[src/rtl/dac_pkg.sv]
//==============================================================================
// Module   : dac_pkg
// Purpose  : Shared constants and state encoding for the DAC frame scheduler.
// Revision : 1.0 - initial release
//==============================================================================
`default_nettype none

package dac_pkg;

    localparam int         DATA_W   = 8;
    localparam int         FRAME_W  = 16;
    localparam logic [7:0] DAC_CTRL = 8'h00;
    localparam int         DIV_MIN  = 18;

    typedef enum logic [0:0] {
        IDLE  = 1'b0,
        SHIFT = 1'b1
    } dac_state_t;

endpackage

`default_nettype wire

[src/rtl/dac_rr_arbiter.sv]
//==============================================================================
// Module   : dac_rr_arbiter
// Purpose  : Two-source arbiter, round-robin or fixed priority to source 0.
// Revision : 1.0 - initial release
//==============================================================================
`default_nettype none

module dac_rr_arbiter (
    input  logic       clk_10M,
    input  logic       reset,
    input  logic [1:0] req_valid,
    input  logic       prio_mode,
    input  logic       accept,
    output logic       gnt
);

    logic r_last_grant;

    // On a tie, round-robin hands the slot to whichever source did not win last.
    always_comb begin
        gnt = 1'b0;
        if (req_valid == 2'b11) begin
            gnt = prio_mode ? 1'b0 : ~r_last_grant;
        end else if (req_valid[1]) begin
            gnt = 1'b1;
        end
    end

    always_ff @(posedge clk_10M) begin
        if (reset) begin
            r_last_grant <= 1'b1;
        end else if (accept) begin
            r_last_grant <= gnt;
        end
    end

endmodule

`default_nettype wire

[src/rtl/dac_frame_scheduler.sv]
//==============================================================================
// Module   : dac_frame_scheduler
// Purpose  : Paces, arbitrates and serializes sample frames onto the DAC link.
// Revision : 1.0 - initial release
//==============================================================================
`default_nettype none

module dac_frame_scheduler #(
    parameter int DIV     = 100,
    parameter int DATA_W  = dac_pkg::DATA_W,
    parameter int FRAME_W = dac_pkg::FRAME_W
) (
    input  logic                clk_10M,
    input  logic                reset,
    input  logic [1:0]          req_valid,
    input  logic [2*DATA_W-1:0] req_data,
    output logic [1:0]          req_ready,
    input  logic                prio_mode,
    output logic                CS,
    output logic                DIN,
    output logic                grant,
    output logic                busy,
    output logic                frame_done,
    output logic [7:0]          underrun_cnt
);

    import dac_pkg::*;

    localparam int                          c_tcnt_w   = $clog2(DIV);
    localparam int                          c_bcnt_w   = $clog2(FRAME_W);
    localparam logic [c_tcnt_w-1:0]         c_tick_last = c_tcnt_w'(DIV - 1);
    localparam logic [c_bcnt_w-1:0]         c_bit_last  = c_bcnt_w'(FRAME_W - 1);
    localparam logic [FRAME_W-DATA_W-1:0]   c_ctrl      = (FRAME_W - DATA_W)'(DAC_CTRL);

    generate
        if (DIV < DIV_MIN) begin : g_div_check
            $error("dac_frame_scheduler: DIV=%0d is below the minimum of %0d", DIV, DIV_MIN);
        end
    endgenerate

    dac_state_t            r_state, w_state_nxt;
    logic [c_tcnt_w-1:0]   r_tcnt;
    logic [FRAME_W-1:0]    r_sreg, w_sreg_nxt;
    logic [c_bcnt_w-1:0]   r_bcnt, w_bcnt_nxt;
    logic                  r_cs, w_cs_nxt;
    logic                  r_din, w_din_nxt;
    logic                  r_grant, w_grant_nxt;
    logic                  r_frame_done, w_done_nxt;
    logic [7:0]            r_underrun, w_underrun_nxt;
    logic                  w_tick;
    logic                  w_accept;
    logic                  w_gnt;
    logic [FRAME_W-1:0]    w_frame;

    assign w_tick  = (r_tcnt == c_tick_last);
    assign w_frame = {c_ctrl, (w_gnt ? req_data[2*DATA_W-1:DATA_W] : req_data[DATA_W-1:0])};

    dac_rr_arbiter u_arbiter (
        .clk_10M   (clk_10M),
        .reset     (reset),
        .req_valid (req_valid),
        .prio_mode (prio_mode),
        .accept    (w_accept),
        .gnt       (w_gnt)
    );

    always_ff @(posedge clk_10M) begin
        if (reset || w_tick) begin
            r_tcnt <= '0;
        end else begin
            r_tcnt <= r_tcnt + 1'b1;
        end
    end

    // The first bit is loaded into DIN at the accept edge so CS and bit 15 appear together.
    always_comb begin
        w_state_nxt    = r_state;
        w_sreg_nxt     = r_sreg;
        w_bcnt_nxt     = r_bcnt;
        w_cs_nxt       = 1'b1;
        w_din_nxt      = 1'b0;
        w_done_nxt     = 1'b0;
        w_grant_nxt    = r_grant;
        w_underrun_nxt = r_underrun;
        w_accept       = 1'b0;
        req_ready      = 2'b00;
        case (r_state)
            IDLE: begin
                if (w_tick && !reset) begin
                    if (|req_valid) begin
                        w_accept    = 1'b1;
                        req_ready   = w_gnt ? 2'b10 : 2'b01;
                        w_grant_nxt = w_gnt;
                        w_cs_nxt    = 1'b0;
                        w_din_nxt   = w_frame[FRAME_W-1];
                        w_sreg_nxt  = {w_frame[FRAME_W-2:0], 1'b0};
                        w_bcnt_nxt  = c_bit_last;
                        w_state_nxt = SHIFT;
                    end else if (r_underrun != 8'hFF) begin
                        w_underrun_nxt = r_underrun + 8'd1;
                    end
                end
            end
            SHIFT: begin
                if (r_bcnt == '0) begin
                    w_done_nxt  = 1'b1;
                    w_state_nxt = IDLE;
                end else begin
                    w_cs_nxt   = 1'b0;
                    w_din_nxt  = r_sreg[FRAME_W-1];
                    w_sreg_nxt = {r_sreg[FRAME_W-2:0], 1'b0};
                    w_bcnt_nxt = r_bcnt - 1'b1;
                end
            end
            default: begin
                w_state_nxt = IDLE;
            end
        endcase
    end

    always_ff @(posedge clk_10M) begin
        if (reset) begin
            r_state      <= IDLE;
            r_sreg       <= '0;
            r_bcnt       <= '0;
            r_cs         <= 1'b1;
            r_din        <= 1'b0;
            r_grant      <= 1'b0;
            r_frame_done <= 1'b0;
            r_underrun   <= 8'd0;
        end else begin
            r_state      <= w_state_nxt;
            r_sreg       <= w_sreg_nxt;
            r_bcnt       <= w_bcnt_nxt;
            r_cs         <= w_cs_nxt;
            r_din        <= w_din_nxt;
            r_grant      <= w_grant_nxt;
            r_frame_done <= w_done_nxt;
            r_underrun   <= w_underrun_nxt;
        end
    end

    assign CS           = r_cs;
    assign DIN          = r_din;
    assign grant        = r_grant;
    assign busy         = (r_state == SHIFT);
    assign frame_done   = r_frame_done;
    assign underrun_cnt = r_underrun;

endmodule

`default_nettype wire

[config.mk]
export PLATFORM = sky130hd
export DESIGN_NAME = dac_frame_scheduler
export DESIGN_NICKNAME = d
export VERILOG_FILES = /design/src/rtl/dac_pkg.sv /design/src/rtl/dac_rr_arbiter.sv /design/src/rtl/dac_frame_scheduler.sv
export SDC_FILE = /design/constraint.sdc
export NUM_CORES = 1
export LEC_CHECK = 0
export CAP_MARGIN = 25
export CORE_UTILIZATION = 45
export DETAILED_ROUTE_END_ITERATION = 7
export PLACE_DENSITY = 0.75
export SLEW_MARGIN = 20
export SYNTH_ARGS = -nofsm -noshare
export SYNTH_HDL_FRONTEND = slang
export SYNTH_SLANG_ARGS = --single-unit
[constraint.sdc]
create_clock -name clk_10M -period 2 [get_ports clk_10M]
set_clock_uncertainty 0.2 [all_clocks]
set_input_delay 0.4 -clock clk_10M [delete_from_list [all_inputs] [get_ports clk_10M]]
set_output_delay 0.4 -clock clk_10M [all_outputs]
set_load 0.01 [all_outputs]
==> impl_results.md <==
* Status: completed
* IO Pins at 36
* Hold-critical path endpoint: DIN
* Post-CTS Hold Buffers at 0
* Final instance area at 0.00252 mm2
* Post-DP HPWL at 2.78 mm
* Startpoint types: register
* Cell Chain, Critical Path: nor4b_4 > buf_4 > nand3b_4 > a21oi_2 > buf_2
* Storage element area at 807 um2
* Multiplexer area fraction after synthesis at 0.00588
* Worst skew pair latency at 290 ps
* Vias per cell at 5.32
* PwrDens at 667 mW/mm2
* Crit path kind: reg2out
* Die Ht at 63.5 um
* Clk root buf: clkbuf_8
* Simple-gate portion of the synthesized area at 0.236
* Pre-CTS WS at -520 ps
* Leak Pwr at 0.974 nW
* Vias in the first global route at 1,522
* FF-to-FF End: underrun_cnt[7]
* First-pass GRT wire length at 6.77 mm
* RD Place Congestion at 0.799
* CP required at 1400 ps
* TritonCTS buffer count at 5
* Largest family of logic cells by synthesized area: simple AND/OR/NAND/NOR gates
* Wire per inst at 14.0 um
* CTS tree: built
* Row count at 21
* Residual DRC at 0
* Initial Utilization at 0.491
* Worst Path Arrival at 1390 ps
* Synth cell types at 36
* Hold crit path type: reg2reg
* Vias at 1,606
* XOR/XNOR share of the synthesized area at 0.0566
* Die X at 63.5 um
* Core Util, Final at 0.728
* Achievable Freq at 0.503 GHz
* Number of port buffers at 35
* Post-synthesis sequential area ratio at 0.471
* #FFs+latches synth at 40
* Pin count of the biggest net entering global routing at 35
* Tmin final at 1990 ps
* VDD IR max at 0.557 mV
* Post-route ant nets at 0
* Clock Sinks at 40
* Max-cap violations at 0
* First-pass iteration count of the detailed router at 4
* Post-synthesis instance total at 189
* Count of final setup violators at 0
* RSZ-0062 raised after global routing: true
* Slowest stage delay, CP at 340 ps
* Adder-cell area share of the yosys netlist at 0.0221
* GRT Resource Usage Total at 0.217
* Synth Area in Compound Gates at 0.171
* Fillers at 254
* Gr ovfl total at 0
* Initial antenna violation count at 0
* DP Cell Count at 287
* Ys Warns at 0
* Hold Slack at 286 ps
* Area growth from synthesis to layout at 48.3%
* Multi-input combinational cell area at 926 um2
* Detailed Route WL at 4.24 mm
* Slew Limit Headroom at 0.761
* Clk slew on worst S/H paths at 70 ps
* DIE AREA at 0.00403 mm2
* Ant diodes at 0
* Synth Cell Area at 0.00170 mm2
* Final WS setup at 12.0 ps
* DRT iter0 DRCs at 86
* Syn nets at 213
* Final Hold Fails at 0
* Worst R2R Start: r_tcnt[0]
* Fin cells at 302
* Fin crit share at 0.994
* Layout cells sized above 1 at 0.250
* Worst Max-Slew Pin Slew at 359 ps
* Core area at 0.00347 mm2
* Register-to-Register Path Depth at 7
* Final Net Count at 280
* Crit Path Max Fanout at 2
* H-tree levels at 2
* Reg2reg setup slack at 40 ps
* Placed instance area at 0.00226 mm2
* Avg Cell Area, Syn at 9.00 um2
* Hold_sp: r_sreg[15]
* Hold depth at 1
* Critical path capture point type: output pin
* Slew Limit Fails at 0
* Max Root-Sink Buffers at 2
* Crit path max-delay cell type: dfxtp_2
[sequential cells by signal, indices dropped and copies added, names as in the netlist]
| signal | count |
|---|---|
| busy | 1 |
| r_sreg | 15 |
| r_tcnt | 7 |
| r_bcnt | 4 |
| CS | 1 |
| DIN | 1 |
| u_arbiter.r_last_grant | 1 |
| frame_done | 1 |
| underrun_cnt | 8 |
| grant | 1 |
[repair_timing]
| item | CTS | global route |
|---|---|---|
| gates resized for setup | 20 | 12 |
| setup buffers | 1 | 6 |
| setup endpoints to repair | 14 | 23 |
| pin swaps | 3 | 5 |
| cloned | 0 | 1 |
[layout make-up]
cell class	count	share of cell area
inverter	6	0.00892
clock buffer	5	0.0273
timing repair buffer	67	0.231
multi-input combinational	136	0.367
tap	46	0.0228
clock inverter	2	0.0238
sequential	40	0.320
[placed cells by master (no fill, tap or decap), types with 2 or more instances in the layout]
master,count
nor2_1,38
a311oi_2,2
a21oi_1,6
xor2_1,2
clkbuf_8,5
a311oi_1,7
dlygate4sd2_1,2
nand2_1,16
nand2b_1,2
bufinv_16,2
xnor2_1,8
dfxtp_2,5
nand3_1,7
clkdlybuf4s50_1,31
nor4_1,2
dfxtp_1,35
ha_1,2
nor3b_1,3
inv_1,6
buf_4,31
a22oi_1,14
buf_2,2
o21ai_0,2
[report_power, final]
group | leakage [nW] | total [mW] | switching (mW) | internal (mW)
Sequential | 0.325 | 0.807 | 0.00521 | 0.802
Clock | 0.0642 | 0.761 | 0.270 | 0.491
Combinational | 0.585 | 0.114 | 0.0459 | 0.0685
[metal layers]
metal / vias to the layer above / share of wire / GRT usage
met5: - / 0 / 0
met4: 0 / 0.013 / 0.0739
met3: 6 / 0.038 / 0.0634
met2: 34 / 0.54 / 0.404
met1: 761 / 0.41 / 0.230
li1: 805 / - / -
[how the worst max path moves through the flow]
stage               from         endpoint  slack (ps)  cells after the start
2_1_floorplan      reset  underrun_cnt[7]         -10                      6
3_3_place_gp       reset     req_ready[0]        -490                      5
3_5_place_dp       reset     req_ready[0]        -520                      5
4_1_cts        r_tcnt[2]     req_ready[0]         -10                      5
5_1_grt        r_tcnt[4]     req_ready[0]         -90                      5
6_report       r_tcnt[4]     req_ready[0]          10                      5
[per-stage QoR]
step	total power [mW]	setup TNS, ps
after global routing	1.74	-211
after floorplan	0.863	-14.2
after detailed placement	0.930	-8400
after global placement	0.927	-6750
after CTS	1.69	-12.7
final	1.68	0
[cell families (layout without fill, tap and decap cells)]
group | count (synthesis) | count (layout)
adder cells (fa/ha/maj) | 3 | 3
XOR/XNOR | 11 | 11
AO/OA/AOI/OAI | 40 | 40
flip-flops | 40 | 40
multiplexers | 1 | 1
buffers and inverters | 14 | 80
AND/OR/NAND/NOR | 80 | 81
[synthesized netlist by cell type, drive strengths merged]
library cell / n / area (um2)
buf: 1 / 5.00
inv: 6 / 22.5
nor2: 39 / 146
nand4: 1 / 6.26
mux2i: 1 / 10.0
o21a: 1 / 7.51
clkbuf: 7 / 36.3
a31o: 1 / 8.76
a211o: 1 / 8.76
a311oi: 9 / 78.8
dfxtp: 40 / 801
nand2: 17 / 66.3
a21oi: 7 / 35.0
nand2b: 2 / 12.5
a22oi: 14 / 105
and2: 1 / 6.26
a211oi: 1 / 7.51
nand3b: 1 / 11.3
xnor2: 9 / 78.8
ha: 3 / 37.5
nor3b: 3 / 22.5
a221oi: 1 / 8.76
o31ai: 1 / 7.51
nor4b: 1 / 23.8
and4bb: 1 / 12.5
o21ai: 3 / 15.0
nand3: 8 / 52.6
xor2: 2 / 17.5
o31a: 1 / 8.76
nor3: 1 / 5.00
or3: 2 / 17.5
nor4: 3 / 18.8
[worst max-delay path: cells and delay by family, from the launching register on]
family / cells / cell delay [ps]
compound gates: 1 / 90
buf+inv: 2 / 300
flops: 1 / 340
simple gates: 2 / 370
Power figures use the tool's default switching activity.
